[src/rtl/uart_tx_arbiter_pkg.sv]
`default_nettype none
// ============================================================================
// Module      : uart_tx_arbiter_pkg
// Description : Shared types and constants for the UART transmit arbiter.
//               Holds the arbiter state encoding, the source-tag base byte,
//               the timeout counter width and a tag-byte helper.
// Revision    : 1.0 - initial release
// ============================================================================
package uart_tx_arbiter_pkg;

    // Width of the per-state timeout counter.
    localparam int ARB_TO_W = 20;

    // Base value OR-ed with the grant id to form the source-tag byte.
    localparam logic [7:0] SRC_TAG_BASE = 8'hA0;

    // TAG is only reachable when the source-tag feature is compiled in.
    typedef enum logic [2:0] {
        IDLE   = 3'd0,
        LOAD   = 3'd1,
        ACCEPT = 3'd2,
        DRAIN  = 3'd3,
        TAG    = 3'd4
    } arb_state_t;

    // Tag byte announcing which requester owns the following frame.
    function automatic logic [7:0] src_tag(input logic [3:0] id);
        return SRC_TAG_BASE | {4'h0, id};
    endfunction

endpackage
`default_nettype wire

[src/rtl/uart_tx_arbiter_rr_pick.sv]
`default_nettype none
// ============================================================================
// Module      : rr_pick
// Description : Combinational round-robin priority encoder. Returns the first
//               set bit of 'valid' at or after 'ptr', wrapping past N-1.
// Ports       : valid [N]  - request vector
//               ptr   [W]  - search start index (must be < N)
//               idx   [W]  - index of the winning request
//               hit        - at least one request is set
// Revision    : 1.0 - initial release
// ============================================================================
module rr_pick #(
    parameter int N = 2,
    parameter int W = (N > 1) ? $clog2(N) : 1
) (
    input  logic [N-1:0] valid,
    input  logic [W-1:0] ptr,
    output logic [W-1:0] idx,
    output logic         hit
);

    // One extra bit so ptr + offset (< 2N) never overflows before the wrap.
    logic [W:0] cand;

    // Scan offsets from farthest to nearest so the nearest valid wins last.
    always_comb begin
        idx  = '0;
        hit  = 1'b0;
        cand = '0;
        for (int i = N - 1; i >= 0; i--) begin
            cand = {1'b0, ptr} + (W+1)'(i);
            if (cand >= (W+1)'(N)) begin
                cand = cand - (W+1)'(N);
            end
            if (valid[cand[W-1:0]]) begin
                idx = cand[W-1:0];
                hit = 1'b1;
            end
        end
    end

endmodule
`default_nettype wire

[src/rtl/uart_tx_arbiter.sv]
`default_nettype none
// ============================================================================
// Module      : uart_tx_arbiter
// Description : Frame-locked round-robin arbiter sharing one UART transmitter
//               between NUM_REQ byte producers. A grant is held until the
//               granted frame's last byte has drained through the UART, or
//               until the frame is aborted by the per-state timeout.
// Ports       : clk, reset         - clock, synchronous active-high reset
//               req_valid/data/last - per-requester byte lanes (8 bits each)
//               req_ready           - one-hot single-cycle byte acceptance
//               tx_ready            - UART ready flag (clk domain)
//               tx_data, tx_en      - byte and level enable to the UART
//               grant_id            - current grant holder
//               busy                - any state other than IDLE
//               timeout_err         - one-cycle pulse on frame abort
// Config      : UART_TX_ARB_SRC_TAG_EN - prefix every frame with a tag byte
//               (SRC_TAG_BASE | grant_id) before the requester's bytes.
// Revision    : 1.0 - initial release
// ============================================================================
module uart_tx_arbiter
    import uart_tx_arbiter_pkg::*;
#(
    parameter int                  NUM_REQ     = 2,
    parameter logic [ARB_TO_W-1:0] ACK_TIMEOUT = 20'd1000000
) (
    input  logic                       clk,
    input  logic                       reset,
    input  logic [NUM_REQ-1:0]         req_valid,
    input  logic [8*NUM_REQ-1:0]       req_data,
    input  logic [NUM_REQ-1:0]         req_last,
    output logic [NUM_REQ-1:0]         req_ready,
    input  logic                       tx_ready,
    output logic [7:0]                 tx_data,
    output logic                       tx_en,
    output logic [$clog2(NUM_REQ)-1:0] grant_id,
    output logic                       busy,
    output logic                       timeout_err
);

    localparam int IDW = $clog2(NUM_REQ);

    arb_state_t          state;
    logic [IDW-1:0]      ptr;
    logic [IDW-1:0]      pick_idx;
    logic                pick_hit;
    logic [IDW-1:0]      next_ptr;
    logic                last_q;
    logic [ARB_TO_W-1:0] to_cnt;
    logic                to_hit;
    logic                load_fire;
    logic [7:0]          lanes [NUM_REQ];

    rr_pick #(
        .N (NUM_REQ),
        .W (IDW)
    ) u_rr_pick (
        .valid (req_valid),
        .ptr   (ptr),
        .idx   (pick_idx),
        .hit   (pick_hit)
    );

    // Round-robin pointer moves just past the requester that owned the frame.
    assign next_ptr = (grant_id == IDW'(NUM_REQ - 1)) ? '0 : grant_id + 1'b1;

    // The counter value is the number of edges already spent in this state;
    // the abort edge is the one on which it would reach ACK_TIMEOUT.
    assign to_hit = (state != IDLE) && (to_cnt == ACK_TIMEOUT - 1'b1);

    // A byte moves on the edge where the UART is ready and the granted lane is
    // valid; suppressed on an abort edge so no byte is consumed and dropped.
    assign load_fire = (state == LOAD) && tx_ready && req_valid[grant_id] && !to_hit;

    for (genvar i = 0; i < NUM_REQ; i++) begin : g_lane
        assign lanes[i]     = req_data[8*i +: 8];
        assign req_ready[i] = load_fire && (grant_id == IDW'(i));
    end

    always_ff @(posedge clk) begin
        if (reset) begin
            state       <= IDLE;
            ptr         <= '0;
            grant_id    <= '0;
            tx_data     <= 8'h00;
            tx_en       <= 1'b0;
            busy        <= 1'b0;
            timeout_err <= 1'b0;
            last_q      <= 1'b0;
            to_cnt      <= '0;
        end else begin
            timeout_err <= 1'b0;
            // Transitions below override this with a clear.
            to_cnt      <= (state == IDLE) ? '0 : to_cnt + 1'b1;

            if (to_hit) begin
                // Abort: remaining bytes of this frame re-arbitrate later.
                tx_en       <= 1'b0;
                timeout_err <= 1'b1;
                ptr         <= next_ptr;
                busy        <= 1'b0;
                to_cnt      <= '0;
                state       <= IDLE;
            end else begin
                case (state)
                    IDLE: begin
                        if (pick_hit) begin
                            grant_id <= pick_idx;
                            busy     <= 1'b1;
                            to_cnt   <= '0;
`ifdef UART_TX_ARB_SRC_TAG_EN
                            state    <= TAG;
`else
                            state    <= LOAD;
`endif
                        end
                    end
                    LOAD: begin
                        if (load_fire) begin
                            tx_data <= lanes[grant_id];
                            last_q  <= req_last[grant_id];
                            tx_en   <= 1'b1;
                            to_cnt  <= '0;
                            state   <= ACCEPT;
                        end
                    end
                    ACCEPT: begin
                        if (!tx_ready) begin
                            tx_en  <= 1'b0;
                            to_cnt <= '0;
                            state  <= DRAIN;
                        end
                    end
                    DRAIN: begin
                        if (tx_ready) begin
                            to_cnt <= '0;
                            if (last_q) begin
                                ptr   <= next_ptr;
                                busy  <= 1'b0;
                                state <= IDLE;
                            end else begin
                                state <= LOAD;
                            end
                        end
                    end
`ifdef UART_TX_ARB_SRC_TAG_EN
                    TAG: begin
                        // Tag byte never ends the frame, so DRAIN returns to LOAD.
                        if (tx_ready) begin
                            tx_data <= src_tag(4'(grant_id));
                            last_q  <= 1'b0;
                            tx_en   <= 1'b1;
                            to_cnt  <= '0;
                            state   <= ACCEPT;
                        end
                    end
`endif
                    default: begin
                        tx_en  <= 1'b0;
                        busy   <= 1'b0;
                        to_cnt <= '0;
                        state  <= IDLE;
                    end
                endcase
            end
        end
    end

endmodule
`default_nettype wire

[config.mk]
export PLATFORM = sky130hd
export DESIGN_NAME = uart_tx_arbiter
export DESIGN_NICKNAME = d
export VERILOG_FILES = /design/src/rtl/uart_tx_arbiter_pkg.sv /design/src/rtl/uart_tx_arbiter_rr_pick.sv /design/src/rtl/uart_tx_arbiter.sv
export SDC_FILE = /design/constraint.sdc
export NUM_CORES = 1
export LEC_CHECK = 0
export ABC_AREA = 0
export CAP_MARGIN = 20
export CORE_ASPECT_RATIO = 1.1
export CORE_MARGIN = 3
export CORE_UTILIZATION = 54
export CTS_CLUSTER_SIZE = 10
export DETAILED_ROUTE_END_ITERATION = 7
export PLACE_DENSITY = 0.84
export SLEW_MARGIN = 20
export SYNTH_ARGS = -nofsm -noshare
export SYNTH_HDL_FRONTEND = slang
export SYNTH_SLANG_ARGS = --single-unit
[constraint.sdc]
create_clock -name clk -period 7.35 [get_ports clk]
set_clock_uncertainty 0.2 [all_clocks]
set_input_delay 2.205 -clock clk [delete_from_list [all_inputs] [get_ports clk]]
set_output_delay 2.205 -clock clk [all_outputs]
set_load 0.01 [all_outputs]
==> results.yml <==
floorplanning:
  dieHeight_um: 66.52
  die_area_um2: 4059
  rows: 21
  die_w_um: 61.02
  floorplan.initialDensity_pct: 57.50
  core_um2: 3127
  ioPinCount: 37
placement:
  post_dp_cell_area_um2: 2173
  hpwlAfterDp_um: 2735
  gp_routability_congestion: 0.8693
  port_buffers: 36
cts:
  clockBufferDepth: 2
  cts_tree: "done"
  clock_sinks: 36
  htree_levels: 2
  clk_latency_ns: 0.33
  postCtsHoldBufs: 0
  clockRootBuffer: "clkbuf_4"
  cts_setup_buffers: 0
  postCtsResizedCells: 0
  clk_pin_slew_worst_paths_ns: 0.10
  cts_buffers: 5
power:
  p_clk_share_pct: 23.1
  peakVddDrop_v: 0.0001169
  total_power_mw: 0.4961
  switching_share_pct: 30.96
  power_leakage_nw: 0.7296
  seqPwrFrac_pct: 46.2
  comb_power_share_pct: 30.7
  internal-power_mw: 0.3425
  power_switching_mw: 0.1536
  power_density_nw_per_um2: 221.6
outcome:
  status: "complete, no violations"
yosys:
  synthesis.nets: 236
  synthFlopType: "dfxtp_1"
  synth-edff-count: 0
  synth_most_common_cell: "dfxtp_1"
  synth_commonest_cells: "36 x dfxtp_1, 22 x nor2_1, 16 x inv_1, 11 x nand2_1"
  ys_warn_count: 0
  avgSynthCellArea_um2: 8.644
  yosysTopAreaCell: "dfxtp_1"
  ys_seq_area_share_pct: 40.08
  async_flop_share_pct: 0
  yosys-top-cells-area: "dfxtp_1 40%, mux2i_1 5.0%, a221oi_1 4.9%, xnor2_1 4.9%, nor2_1 4.6%"
  synth_seq_cells: 36
  postSynthCellCount: 208
  synth.cell_area_um2: 1798
  synth_top_area_share_pct: 40.08
  yosysUniqueCellTypes: 40
drt:
  firstDrtPassIters: 4
  highest_layer: "met4"
  route.met3.wl_um: 226
  via_per_inst: 5.762
  drc: 0
  met2RoutedLength_um: 1764
  wirelength_um: 3756
  drtIter0Drc: 78
  post_drt_wl_per_cell_um: 13.56
  num_vias: 1596
  m1WireLength_um: 1736
  antenna_left: 0
setup_path:
  required_ns: 4.95
  path_max_fanout: 12
  crit_path_end_kind: "output port"
  cp.arrival_ns: 4.06
  start_kind: "input port"
  critical_path_class: "input port to output port"
global_route:
  antenna_found_initial: 0
  grt_max_degree: 21
  grtUsageTotal_pct: 19.99
  grt-ovfl-total: 0
  grt_pass1_vias: 1430
  grt_pass1_wl_um: 6203
run:
  cap_violations: 0
final_layout:
  insertedDiodeCount: 0
  fin_nets: 271
  drive_above_1_share_pct: 6.584
  nFillCells: 257
  area_growth_pct: 24.50
  final_area_um2: 2238
timing:
  max_freq_ghz: 0.1546
  relSlewSlack_pct: 54.52
  drv_slew: 0
  period_share_pct: 88.00
  hold_viol_final: 0
  tightest_slew_ns: 0.6812
  rsz0062_at_grt: "no"
  setup_viol: 0
  fin_tns_setup_ns: 0
  fin_crit_ns: 6.468
hold_path:
  min_path_type: "flip-flop to flip-flop"
## power by group through the flow
stage                     registers (mW)  logic (mW)  clock network, mW
after floorplan                    0.232      0.0980                  0
after global placement             0.234       0.151                  0
after detailed placement           0.234       0.153                  0
after global routing               0.232       0.172              0.124
final                              0.229       0.152              0.115
after CTS                          0.230       0.153              0.119
## worst max-delay path: stages
cell and delay [ns]:
clkdlybuf4s50_1 0.53, mux2_2 0.19, and3_1 0.35, o21ai_1 0.14
nor2_1 0.10, clkdlybuf4s50_1 0.55
## worst paths after layout
check / cells past startpoint / endpoint / slack (ns) / start
worst min register to register: 2 / tx_data[6] / 0.27 / tx_data[6]
worst max register to register: 4 / to_cnt[16] / 4.75 / grant_id
worst max-delay path: 6 / req_ready[0] / 0.88 / req_valid[0]
worst min-delay path: 2 / tx_data[6] / 0.27 / tx_data[6]
## cells in the final DEF, fill, tap and decap left out, drive strengths merged, types with 2 or more instances in the layout
master	n
o31ai	3
ha	5
dfxtp	36
nand3	10
clkbuf	7
o21ai	5
a221oi	10
and3	5
nor2	22
xor2	2
mux2i	9
or4	4
a21oi	8
clkdlybuf4s50	36
nor3	4
a31oi	2
or3	4
nand2	11
mux2	2
a21o	2
a211oi	4
xnor2	10
inv	16
nand4	3
nor4	4
and2	9
## flip-flops by register name, summed over array words and instances, names as in the netlist
register and cells:
ptr 1, tx_en 1, grant_id 1, to_cnt 20
busy 1, timeout_err 1, state 2, last_q 1
tx_data 8
## layout make-up
class / instances / area [um2] / share of cell area [%]
multi-input cells: 147 / 982.2 / 43.88
flip-flops and latches: 36 / 720.7 / 32.20
repair buffers: 37 / 367.9 / 16.43
clock buffers: 7 / 65.06 / 2.907
inverters: 16 / 60.06 / 2.683
well taps: 34 / 42.54 / 1.901
## cells by family after synthesis
logic type,share of synthesized area [%]
AOI/OAI and AO/OA,14.54
muxes,6.263
adders and majority gates,3.479
xor gates and xnor gates,5.845
and+or+nand+nor,24.50
DFF,40.08
buffers and inverters,5.289
## metal layers
layer | up-vias | global-route usage (%)
met1 | 732 | 24.76
li1 | 816 | -
met3 | 4 | 5.426
met4 | 0 | 4.878
met2 | 44 | 33.82
met5 | - | 0
## metrics by stage
step	hold slack (ns)	setup slack (ns)	std cells	utilization (%)
2_1_floorplan	0.2297	1.891	208	-
3_3_place_gp	0.2429	0.9264	270	69.51
3_5_place_dp	0.2569	0.8789	270	69.51
4_1_cts	0.2737	0.8635	277	71.59
5_1_grt	0.2915	0.7625	277	71.59
6_report	0.2702	0.8817	277	71.59
(Power assumes the default switching activity.)
